[src/rtl/wb_regfile.sv]
// wb_regfile: write-back stage with four 8-bit registers (R3 = SP), output port and sticky halt;
// two combinational read ports bypass the write being committed this cycle.
module wb_regfile #(
  parameter logic [7:0] SP_RESET = 8'hFF
) (
  input  logic       clk,
  input  logic       reset,
  input  logic [1:0] wb_ra,
  input  logic [1:0] wb_rb,
  input  logic       wb_rw,
  input  logic [1:0] wb_sp,
  input  logic       wb_sw1,
  input  logic       wb_sw2,
  input  logic       wb_out_ld,
  input  logic [7:0] wb_data,
  input  logic       wb_hlt,
  input  logic [7:0] in_port,
  input  logic [1:0] rd_a_idx,
  input  logic [1:0] rd_b_idx,
  output logic [7:0] rd_a_data,
  output logic [7:0] rd_b_data,
  output logic [7:0] sp,
  output logic [7:0] out_port,
  output logic       halted
);
  logic [7:0] r [4];
  logic [7:0] wd;
  logic [7:0] sp_next;
  logic [1:0] wdst;
  logic       ce;
  logic       we;
  assign wd   = wb_sw2 ? in_port : wb_data;
  assign wdst = wb_sw1 ? wb_rb : wb_ra;
  assign ce   = ~halted;
  assign we   = ce & wb_rw;
  assign sp   = r[3];
  assign sp_next = wb_sp == 2'b01 ? r[3] + 8'd1 : wb_sp == 2'b10 ? r[3] - 8'd1 : r[3];
  assign rd_a_data = (we && wdst == rd_a_idx) ? wd : r[rd_a_idx];
  assign rd_b_data = (we && wdst == rd_b_idx) ? wd : r[rd_b_idx];
  // The register write is issued after the SP update so it wins on R3 conflicts.
  always_ff @(posedge clk or negedge reset) begin
    if (!reset) begin
      r[0]     <= 8'h00;
      r[1]     <= 8'h00;
      r[2]     <= 8'h00;
      r[3]     <= SP_RESET;
      out_port <= 8'h00;
      halted   <= 1'b0;
    end else if (ce) begin
      r[3] <= sp_next;
      if (wb_rw) r[wdst] <= wd;
      if (wb_out_ld) out_port <= wb_data;
      if (wb_hlt) halted <= 1'b1;
    end
  end
endmodule

[config.mk]
export PLATFORM = sky130hd
export DESIGN_NAME = wb_regfile
export DESIGN_NICKNAME = d
export VERILOG_FILES = /design/src/rtl/wb_regfile.sv
export SDC_FILE = /design/constraint.sdc
export NUM_CORES = 1
export LEC_CHECK = 0
export CAP_MARGIN = 20
export CORE_ASPECT_RATIO = 1.75
export CORE_UTILIZATION = 54
export CTS_CLUSTER_SIZE = 12
export DETAILED_ROUTE_END_ITERATION = 8
export HOLD_SLACK_MARGIN = 0.03
export PLACE_DENSITY = 0.85
export REMOVE_ABC_BUFFERS = 1
export SKIP_CTS_REPAIR_TIMING = 1
export SYNTH_ARGS = -nofsm -noshare
export SYNTH_HDL_FRONTEND = slang
export SYNTH_SLANG_ARGS = --single-unit
export TNS_END_PERCENT = 50
[constraint.sdc]
create_clock -name clk -period 5.2 [get_ports clk]
set_clock_uncertainty 0.05 [all_clocks]
set_input_delay 0.78 -clock clk [delete_from_list [all_inputs] [get_ports clk]]
set_output_delay 0.78 -clock clk [all_outputs]
set_load 0.01 [all_outputs]
# --- After elaboration in Yosys (flattened, before gate mapping) ---
# Index checks and enable logic that the tools add are counted.
classes:
  muxes: 18
  bitwise_logic: 5
  addsub: 2
  magnitude_cmp: 4
  eq_ne: 4
  n_reduce_logical: 5
ops:
  columns: ["operator", "count"]
  rows:
  - ["$mux W8", 11]
  - ["$bmux W8 S2", 2]
  - ["$bwmux W32", 1]
  - ["$demux W8 S2", 1]
  - ["$ge A3 B3 Y1 const B", 3]
  - ["$not A2 Y3", 3]
  - ["$add A8 B1 Y8 const B", 1]
  - ["$sub A8 B1 Y8 const B", 1]
  - ["$eq A2 B2 Y1", 2]
  - ["$reduce_and A2 Y1", 2]
  - ["$logic_and A1 B1 Y1", 3]
  - ["$lt A3 B1 Y1 const B", 1]
  - ["$eq A2 B1 Y1 const B", 1]
  - ["$eq A2 B2 Y1 const B", 1]
  - ["$mux W1", 2]
  - ["$mux W2", 1]
  - ["$and A1 B1 Y1", 1]
  - ["$not A1 Y1", 1]
word_totals:
  out_inout_bits: 33
  register_bits: 41
  in_bits: 33

# --- Longest topological paths before layout ---
logic_depth:
  ltp_word: 8
  mapped_depth: 6
  ltp_nobuf: 6

# --- Worst setup path before layout ---
# No wires, ideal clock.
synth_timing:
  kind: "in2out"
  startpoint: "input wb_sw1"
  endpoint: "output rd_a_data[0]"
  t_arrival_ns: 1.995
  path_slack_ns: 2.375
  cell_stages: 4
  path_buffers: 0
  path_cell_list: "mux2_4 xor2_1 nor3_4 mux2_2"
synth_via:
  elab_chain_len: 4
synth_lines:
  columns: ["item", "line", "text"]
  rows:
  - ["start: declaration", "12", "input logic wb_sw1,"]
  - ["$mux W2", "33", "assign wdst = wb_sw1 ? wb_rb : wb_ra;"]
  - ["$eq A2 B2 Y1", "38", "assign rd_a_data = (we && wdst == rd_a_idx) ? wd : r[rd_a_idx];"]
  - ["$logic_and A1 B1 Y1", "38", null]
  - ["$mux W8", "38", null]
  - ["end: declaration", "20", "output logic [7:0] rd_a_data,"]
# Every way passes these cells.

# --- Worst setup path after layout ---
# Ends and elaborated chain as after synthesis.

==> reports/metrics.csv <==
metric,value,unit
final instance area,0.00344,mm2
fillers,407,
status,"complete, no violations",
Clock Path Buffers,2,
area grow syn2layout,25.4,%
R2R Path Start,halted,
Worst Hold Class,flip-flop to flip-flop,
Syn Area/Cell,10.8,um2
Wirelength per Cell,18.0,um
largest net degree at the start of global routing,42,
antenna diode count,0,
grt met3 use,3.23,%
R2R setup slack,3.04,ns
r2r worst-path depth,3,
Slew HR,33.9,%
# H-tree levels,2,
I/O Pins,66,
GP Congestion,0.856,
Routed Antenna Nets,0,
fmax,241,MHz
Worst-Skew Late Latency,0.29,ns
CP Cell Sequence,"clkdlybuf4s50_1, mux2_4, xor2_1, nor3_4, mux2_2, clkdlybuf4s50_1",
most common cell in the netlist,dfrtp_1,
Post-synth top flop,dfrtp_1,
final hold vios,0,
Cells after DPL,354,
Final Cycle Share,79.7,%
worst path required time,4.37,ns
power per cell area,240,mW/mm2
Post-Syn Area,0.00275,mm2
Slew @ Worst Pin,0.986,ns
Post-synth EDFFs,0,
die height,96.3,um
final core utilization,69.8,%
Crit Path Class,primary input to primary output,
ys async rst share,100,%
Die W,55.9,um
"top cells by count, synth","dfrtp_1, mux2_2, nand2_1",
hold-critical path depth,1,
CP most frequent cell,clkdlybuf4s50_1,
reg2reg end,r[11],
pre-CTS setup slack,1.08,ns
max-slew violation count,0,
Crit path largest cell delay,0.60,ns
crit path DAT,3.32,ns
worst-path fanout max,8,
DR vias/cell,6.11,
initial antenna violation count,0,
"delay-heaviest family, CP",buffers and inverters,
met1 global-route usage,27.5,%
CP endpoint kind,primary output,
Finish-stage setup viols,0,
layout cells sized above 1,20.5,%
share of the synthesized area in the top cell type,30.1,%
Final WS setup,1.05,ns
fin cells,362,
Netlist cell types,49,
first-pass detailed-route iteration total,4,
FP Rows,34,
RSZ-0062 raised after global routing,no,
vias,2212,
CTS Sinks,41,
GRT overflow,0,
Worst setup SP type,primary input,
Pwr Total,0.828,mW
CTS tree,done,
PortBufs,65,
hold_ws,0.456,ns
area of the core,0.00493,mm2
clk root buf,clkbuf_8,
global route hottest layer,met2,
GR Util met2,48.4,%
# DRC,0,
CTS Buf Count,5,
DR iter-0 viols,78,
#FFs+latches synth,41,
YS warnings,0,
hpwl dp,4940,um
placement-stage cell area,0.00335,mm2
number of global-route vias before repair,2123,
Global Route Usage Sum,25.2,%
VDD IR max,209,uV
Initial Utilization,55.6,%
Worst Hold Launch,out_port[4],
DIE AREA,0.00538,mm2
CP max-delay cell,clkdlybuf4s50_1,
hold endpoint,out_port[4],
final worst path period need,4.15,ns
clk slew on worst S/H paths,0.07,ns
"Seq/Total Area, Yosys",37.7,%
max_cap viols,0,
TNS Setup,0,ns
cell taking the most area after synthesis,dfrtp_1,
Routed WL,6510,um
worst path bufs/invs,2,
Leak,1.40,nW
global-route wire length before repair,10200,um
Synth area leaders,"dfrtp_1, mux4_2, mux2_2",
Syn Inst Count,255,
Final nets,342,
-- registers in the layout, summed over array words and instances (netlist names) --
name / cells
r: 24
out_port: 8
sp: 8
halted: 1
-- per-layer routing --
metal / part of all wire, % / wire length, um / up-vias
met5: 0 / 0 / -
met4: 2.7 / 176 / 0
met3: 3.6 / 236 / 17
met2: 56 / 3640 / 63
met1: 38 / 2460 / 1096
li1: - / - / 1036
-- final cells by class --
type	count	area [um2]	share of cell area, %
clock buffer	8	90.1	2.62
tap	54	67.6	1.96
sequential	41	1040	30.1
inverter	14	52.6	1.53
timing repair buffer	68	668	19.4
multi-input combinational	177	1530	44.4
-- power by group --
group          internal (mW)  switching (mW)  total (mW)
Clock                  0.108           0.104       0.213
Sequential             0.351          0.0287       0.380
Combinational          0.135          0.0998       0.235
-- cells in the final DEF, fill, tap and decap left out, types with 2 or more instances in the layout --
| cell | netlist | final |
|---|---|---|
| xor2_1 | 2 | 2 |
| or3_1 | 3 | 3 |
| nor4_1 | 3 | 3 |
| clkbuf_8 | 0 | 6 |
| dfstp_2 | 8 | 8 |
| nand2b_1 | 2 | 2 |
| mux2_2 | 22 | 22 |
| dfrtp_1 | 33 | 33 |
| clkdlybuf4s50_1 | 0 | 64 |
| xnor2_1 | 3 | 3 |
| mux2i_1 | 18 | 18 |
| clkbuf_1 | 5 | 2 |
| o21ai_0 | 14 | 14 |
| nand4_1 | 4 | 4 |
| nand3b_1 | 2 | 2 |
| o21ai_1 | 4 | 4 |
| ha_1 | 2 | 2 |
| o22ai_1 | 6 | 6 |
| nand3_1 | 3 | 3 |
| mux4_2 | 16 | 16 |
| inv_1 | 13 | 13 |
| a21oi_1 | 11 | 11 |
| nor3_4 | 2 | 2 |
| nor2_1 | 12 | 12 |
| or2_2 | 2 | 2 |
| nor3_1 | 2 | 2 |
| nand2_1 | 22 | 22 |
| buf_4 | 8 | 3 |
| and3_1 | 3 | 3 |
-- cells by family after synthesis --
kind of cell / count (synthesis) / share of synthesized area, %
simple gates: 67 / 13.4
mux: 58 / 30.1
compound gates: 45 / 9.71
flops: 41 / 37.7
buf+inv: 37 / 6.61
xor+xnor: 5 / 1.60
fa+ha+maj: 2 / 0.911
-- worst max path at each step --
| stage | startpoint | endpoint | depth (start not counted) |
|---|---|---|---|
| 3_5_place_dp | wb_sw1 | rd_b_data[7] | 6 |
| 4_1_cts | wb_sw1 | rd_a_data[0] | 6 |
| 3_3_place_gp | wb_sw1 | rd_a_data[7] | 6 |
| 6_report | wb_sw1 | rd_a_data[0] | 6 |
| 2_1_floorplan | wb_sw1 | rd_a_data[0] | 4 |
| 5_1_grt | wb_sw1 | rd_b_data[5] | 6 |
Power figures use the tool's default switching activity.
